**config.mk**
```make
export PLATFORM = sky130hd
export DESIGN_NAME = edabk_transmitter_datapath
export DESIGN_NICKNAME = d
export VERILOG_FILES = /design/src/rtl/edabk_uart_pkg.sv /design/src/rtl/edabk_baud_tick_counter.sv /design/src/rtl/edabk_transmitter_datapath.sv
export VERILOG_INCLUDE_DIRS = /design/src /design/src/rtl
export SDC_FILE = /design/constraint.sdc
export NUM_CORES = 1
export LEC_CHECK = 0
export BUFFER_PORTS_ARGS = -buffer_cell sky130_fd_sc_hd__buf_4
export CORE_MARGIN = 2
export CORE_UTILIZATION = 52
export CTS_BUF_LIST = sky130_fd_sc_hd__clkbuf_16
export DETAILED_ROUTE_END_ITERATION = 12
export PLACE_DENSITY = 0.75
export SLEW_MARGIN = 20
export SYNTH_ARGS = -nofsm -noshare
export SYNTH_HDL_FRONTEND = slang
export SYNTH_HIERARCHICAL = 1
export SYNTH_SLANG_ARGS = --single-unit
```
**constraint.sdc**
```tcl
create_clock -name bclk -period 1.6 [get_ports bclk]
set_input_delay 0.08 -clock bclk [delete_from_list [all_inputs] [get_ports bclk]]
set_output_delay 0.08 -clock bclk [all_outputs]
set_load 0.01 [all_outputs]
```
**src/rtl/edabk_uart_transceiver_define.svh**
```systemverilog
// Build-time defaults for the UART transceiver blocks.
`ifndef EDABK_UART_TRANSCEIVER_DEFINE_SVH
`define EDABK_UART_TRANSCEIVER_DEFINE_SVH

`define CFG_CLK_DIV    16
`define CFG_DATA_WIDTH 8

`endif

```
**src/rtl/edabk_uart_pkg.sv**
```systemverilog
// Shared UART constants: parity mode selectors and frame length helper.
package edabk_uart_pkg;

  localparam int PAR_MODE_EVEN = 0;
  localparam int PAR_MODE_ODD  = 1;

  // start + payload + optional parity + stop
  function automatic int frame_len(input int data_width, input int parity_en);
    return data_width + 2 + parity_en;
  endfunction

endpackage

```
**src/rtl/edabk_baud_tick_counter.sv**
```systemverilog
// Free-running bit timer: counts 0..CLK_DIV-1 while enabled, ticks on the last count.
module edabk_baud_tick_counter #(
  parameter int CLK_DIV = 16
) (
  input  logic bclk,
  input  logic reset_n,
  input  logic enable,
  input  logic restart,
  output logic tick
);

  localparam int CNT_W = (CLK_DIV > 1) ? $clog2(CLK_DIV) : 1;
  localparam logic [CNT_W-1:0] CNT_MAX = CNT_W'(CLK_DIV - 1);

  logic [CNT_W-1:0] count_reg;

  always_ff @(posedge bclk or negedge reset_n) begin
    if (!reset_n) begin
      count_reg <= '0;
    end else if (restart) begin
      count_reg <= '0;
    end else if (enable) begin
      count_reg <= (count_reg == CNT_MAX) ? '0 : count_reg + CNT_W'(1);
    end
  end

  assign tick = enable && (count_reg == CNT_MAX);

endmodule

```
**src/rtl/edabk_transmitter_datapath.sv**
```systemverilog
// UART transmit datapath: frame shift register, bits-left counter and bit timer.
`include "edabk_uart_transceiver_define.svh"

module edabk_transmitter_datapath
  import edabk_uart_pkg::*;
#(
  parameter int CLK_DIV    = `CFG_CLK_DIV,
  parameter int DATA_WIDTH = `CFG_DATA_WIDTH,
  parameter int PARITY_EN  = 0,
  parameter int PARITY_ODD = 0
) (
  input  logic                  bclk,
  input  logic                  reset_n,
  input  logic [DATA_WIDTH-1:0] data_in,
  input  logic                  load,
  input  logic                  shift,
  input  logic                  clear,
  output logic                  tx,
  output logic                  done,
  output logic                  busy
);

  localparam int FRAME_LEN = frame_len(DATA_WIDTH, PARITY_EN);
  localparam int BL_W      = $clog2(FRAME_LEN + 1);

  logic [FRAME_LEN-1:0] frame_reg;
  logic [FRAME_LEN-1:0] load_frame;
  logic [BL_W-1:0]      bits_left_reg;
  logic                 busy_reg;
  logic                 last_shift;
  logic                 timer_restart;
  logic                 tick;

  generate
    if (PARITY_EN != 0) begin : g_parity
      logic par_bit;
      assign par_bit    = (^data_in) ^ (PARITY_ODD == PAR_MODE_ODD);
      assign load_frame = {1'b1, par_bit, data_in, 1'b0};
    end else begin : g_no_parity
      assign load_frame = {1'b1, data_in, 1'b0};
    end
  endgenerate

  assign last_shift    = shift && busy_reg && (bits_left_reg == BL_W'(1));
  // Every path that leaves or re-enters a frame realigns the timer to bit start.
  assign timer_restart = load || clear || last_shift;

  edabk_baud_tick_counter #(
    .CLK_DIV (CLK_DIV)
  ) u_baud_tick_counter (
    .bclk    (bclk),
    .reset_n (reset_n),
    .enable  (busy_reg),
    .restart (timer_restart),
    .tick    (tick)
  );

  always_ff @(posedge bclk or negedge reset_n) begin
    if (!reset_n) begin
      frame_reg     <= '1;
      bits_left_reg <= '0;
      busy_reg      <= 1'b0;
    end else if (load) begin
      frame_reg     <= load_frame;
      bits_left_reg <= BL_W'(FRAME_LEN);
      busy_reg      <= 1'b1;
    end else if (clear) begin
      frame_reg     <= '1;
      bits_left_reg <= '0;
      busy_reg      <= 1'b0;
    end else if (shift && busy_reg) begin
      if (last_shift) begin
        frame_reg     <= '1;
        bits_left_reg <= '0;
        busy_reg      <= 1'b0;
      end else begin
        frame_reg     <= {1'b1, frame_reg[FRAME_LEN-1:1]};
        bits_left_reg <= bits_left_reg - BL_W'(1);
      end
    end
  end

  assign tx   = frame_reg[0];
  assign done = tick;
  assign busy = busy_reg;

endmodule

```
==> flow_summary.ini <==
[die]
die_width_um = 45.8
die_h_um = 45.8
dieArea_um2 = 2100
initial_core_util_pct = 53.8
rows = 15
core-area_um2 = 1690
pin_count = 16

[drt]
drtPass1Iterations = 4
top_layer = met4
m1WireLength_um = 911
drt_iter0_drc = 10
wl_um = 1970
met3_length_um = 62
wl_met2_um = 961
drc = 0
vias = 753
postRouteAntennaNets = 0
viasPerCell = 6.02
wl_per_cell_um = 15.8

[setup_path]
worstSetupEndpointType = flip-flop
path_max_fanout = 8
path_delay_family = flip-flops
regToRegSetupSlack_ps = 250
critPathKind = flip-flop to flip-flop
rr_worst_depth = 4
r2r_start = bits_left_reg[2]$_DFFE_PN0N_
crit_buf_inv = 1
slowest_delay_ps = 440
cp.required_ps = 1770
r2r-end = frame_reg[5]$_DFFE_PN1N_
cp_data_arrival_time_ps = 1520
cp_cell_sequence = nor4bb_4, a211oi_2, buf_4, a21oi_1
crit_path_start_kind = flip-flop
crit_slowest_cell = dfrtp_1

[clocking]
cts-root-buf = clkbuf_16
path_clk_slew_ps = 50
cts_buffer_depth = 2
cts_resized = 0
cts_buffers = 3
worstSkewPairLatency_ps = 240
cts_sinks = 18
tritoncts = done
h-tree-depth = 1

[layout]
largest_register_ffs = 9
diodes = 0
syn_to_final_growth_pct = 25.3
fin_nets = 125
drive_above_1_share_pct = 34.3

[run]
cap_violations = 0

[sta]
slew_violations = 0
fin_skew_ps = 2.12
rsz0062_at_grt = no
maxSlewHeadroom_pct = 79.4
fin_crit_sh_pct = 84.5
period_minus_slack_ps = 1350
worst_pin_slew_ps = 307
tns_ps = 0
fmax_ghz = 0.739
hold_viol = 0
setup_viol = 0

[global_routing]
antenna_found_initial = 0
grt_util_all_layers_pct = 20.8
grt_max_degree = 19
grt_pass1_vias = 715
gr-total-overflow = 0
grt_pass1_wl_um = 3140

[yosys]
syn_area_um2 = 908
yosysWarnings = 6
syn_inst = 88
synth.distinct_cells = 32
ys_seq_area_share_pct = 50.8
ys_ff_latch = 18
syn-num-nets = 104
syn_avg_cell_area_um2 = 10.3

[placement]
hpwl_um = 1360
globalplace.congestion = 0.866
io_buffers = 15

[run_status]
status = finished clean

[worst_hold_path]
hp-start = load
min_to = bits_left_reg[0]$_DFFE_PN0N_
hold_class = primary input to flip-flop
holdPathStages = 2

[power_and_ir_drop]
p_total_uw = 1180
ir_drop_uv = 681
power_density_nw_per_um2 = 1040
p_leak_uw = 0.000495
stage by stage:
step	hold WS (ps)	setup WS, ps	utilization, %	instance area (um2)	std cells
after floorplan	-216	109	-	908	88
after global placement	-39.2	320	62.1	1050	120
after detailed placement	-36.1	278	62.1	1050	120
after CTS	58.2	252	67.4	1140	125
after global routing	68.8	183	67.4	1140	125
final	61.2	247	67.4	1140	125
routing by layer:
layer	track usage (%)	up-vias
met5	0	-
met4	9.71	0
met3	3.57	4
met2	33.2	14
met1	27.5	373
li1	-	362
area by class of cell:
type / count / area (um2)
clock buffer: 3 / 75.1
timing repair buffer: 19 / 145
sequential: 18 / 462
inverter: 4 / 15.0
clock inverter: 1 / 3.75
multi-input combinational: 63 / 417
tap: 17 / 21.3
fill: 138 / 551
cell usage in the layout (no fill, tap or decap), types with 2 or more instances in the layout:
cell,count
inv_1,4
o22ai_1,7
a21oi_1,11
ha_1,3
o21ai_0,3
dfrtp_1,9
nor2_1,12
nand2_1,5
dfstp_2,9
clkbuf_16,3
buf_4,18
mux2i_1,2
cell usage after synthesis:
cell type	instances	area (um2)
nor2_1	12	45.0
a21oi_1	11	55.1
dfrtp_1	9	225
dfstp_2	9	236
o22ai_1	7	43.8
nand2_1	5	18.8
buf_2	3	15.0
ha_1	3	37.5
inv_1	3	11.3
o21ai_0	3	15.0
mux2i_1	2	20.0
a211o_2	1	10.0
a211oi_1	1	7.51
a211oi_2	1	12.5
a21boi_0	1	7.51
a21o_2	1	8.76
a21oi_2	1	8.76
a221o_1	1	10.0
a311o_2	1	11.3
a31oi_1	1	6.26
clkinv_1	1	3.75
nand2_2	1	6.26
nor3_1	1	5.00
nor3b_1	1	7.51
nor4bb_4	1	25.0
o21a_1	1	7.51
o22a_1	1	8.76
o31ai_1	1	7.51
or3_1	1	6.26
or4_1	1	7.51
xnor2_1	1	8.76
xor2_1	1	8.76
how the worst max path moves through the flow:
| stage | start | endpoint | slack [ps] | cells past startpoint |
|---|---|---|---|---|
| 6_report | bits_left_reg[2]$_DFFE_PN0N_ | frame_reg[5]$_DFFE_PN1N_ | 250 | 4 |
| 5_1_grt | bits_left_reg[0]$_DFFE_PN0N_ | bits_left_reg[3]$_DFFE_PN0N_ | 180 | 3 |
| 4_1_cts | bits_left_reg[0]$_DFFE_PN0N_ | bits_left_reg[3]$_DFFE_PN0N_ | 250 | 3 |
| 3_5_place_dp | bits_left_reg[0]$_DFFE_PN0N_ | bits_left_reg[3]$_DFFE_PN0N_ | 280 | 3 |
| 3_3_place_gp | bits_left_reg[2]$_DFFE_PN0N_ | bits_left_reg[3]$_DFFE_PN0N_ | 320 | 3 |
| 2_1_floorplan | busy$_DFFE_PN0P_ | u_baud_tick_counter/count_reg[3]$_DFFE_PN0P_ | 110 | 4 |
power by group:
part | switching (uW) | leakage [uW] | internal, uW
registers | 25.8 | 0.000210 | 504
logic | 80.5 | 0.000243 | 79.7
clock network | 160 | 0.0000423 | 331
kinds of logic after synthesis:
logic type      synth area share, %
buf+inv                        3.30
mux                            2.20
simple gates                   13.4
compound gates                 24.2
flops                          50.8
xor+xnor                       1.93
fa+ha+maj                      4.13
repair_timing:
| item | CTS | global route |
|---|---|---|
| endpoints found under the hold margin | 18 | 0 |
| hold buffers | 1 | 0 |
| buffers inserted | 0 | 0 |
(Power assumes the default switching activity.)
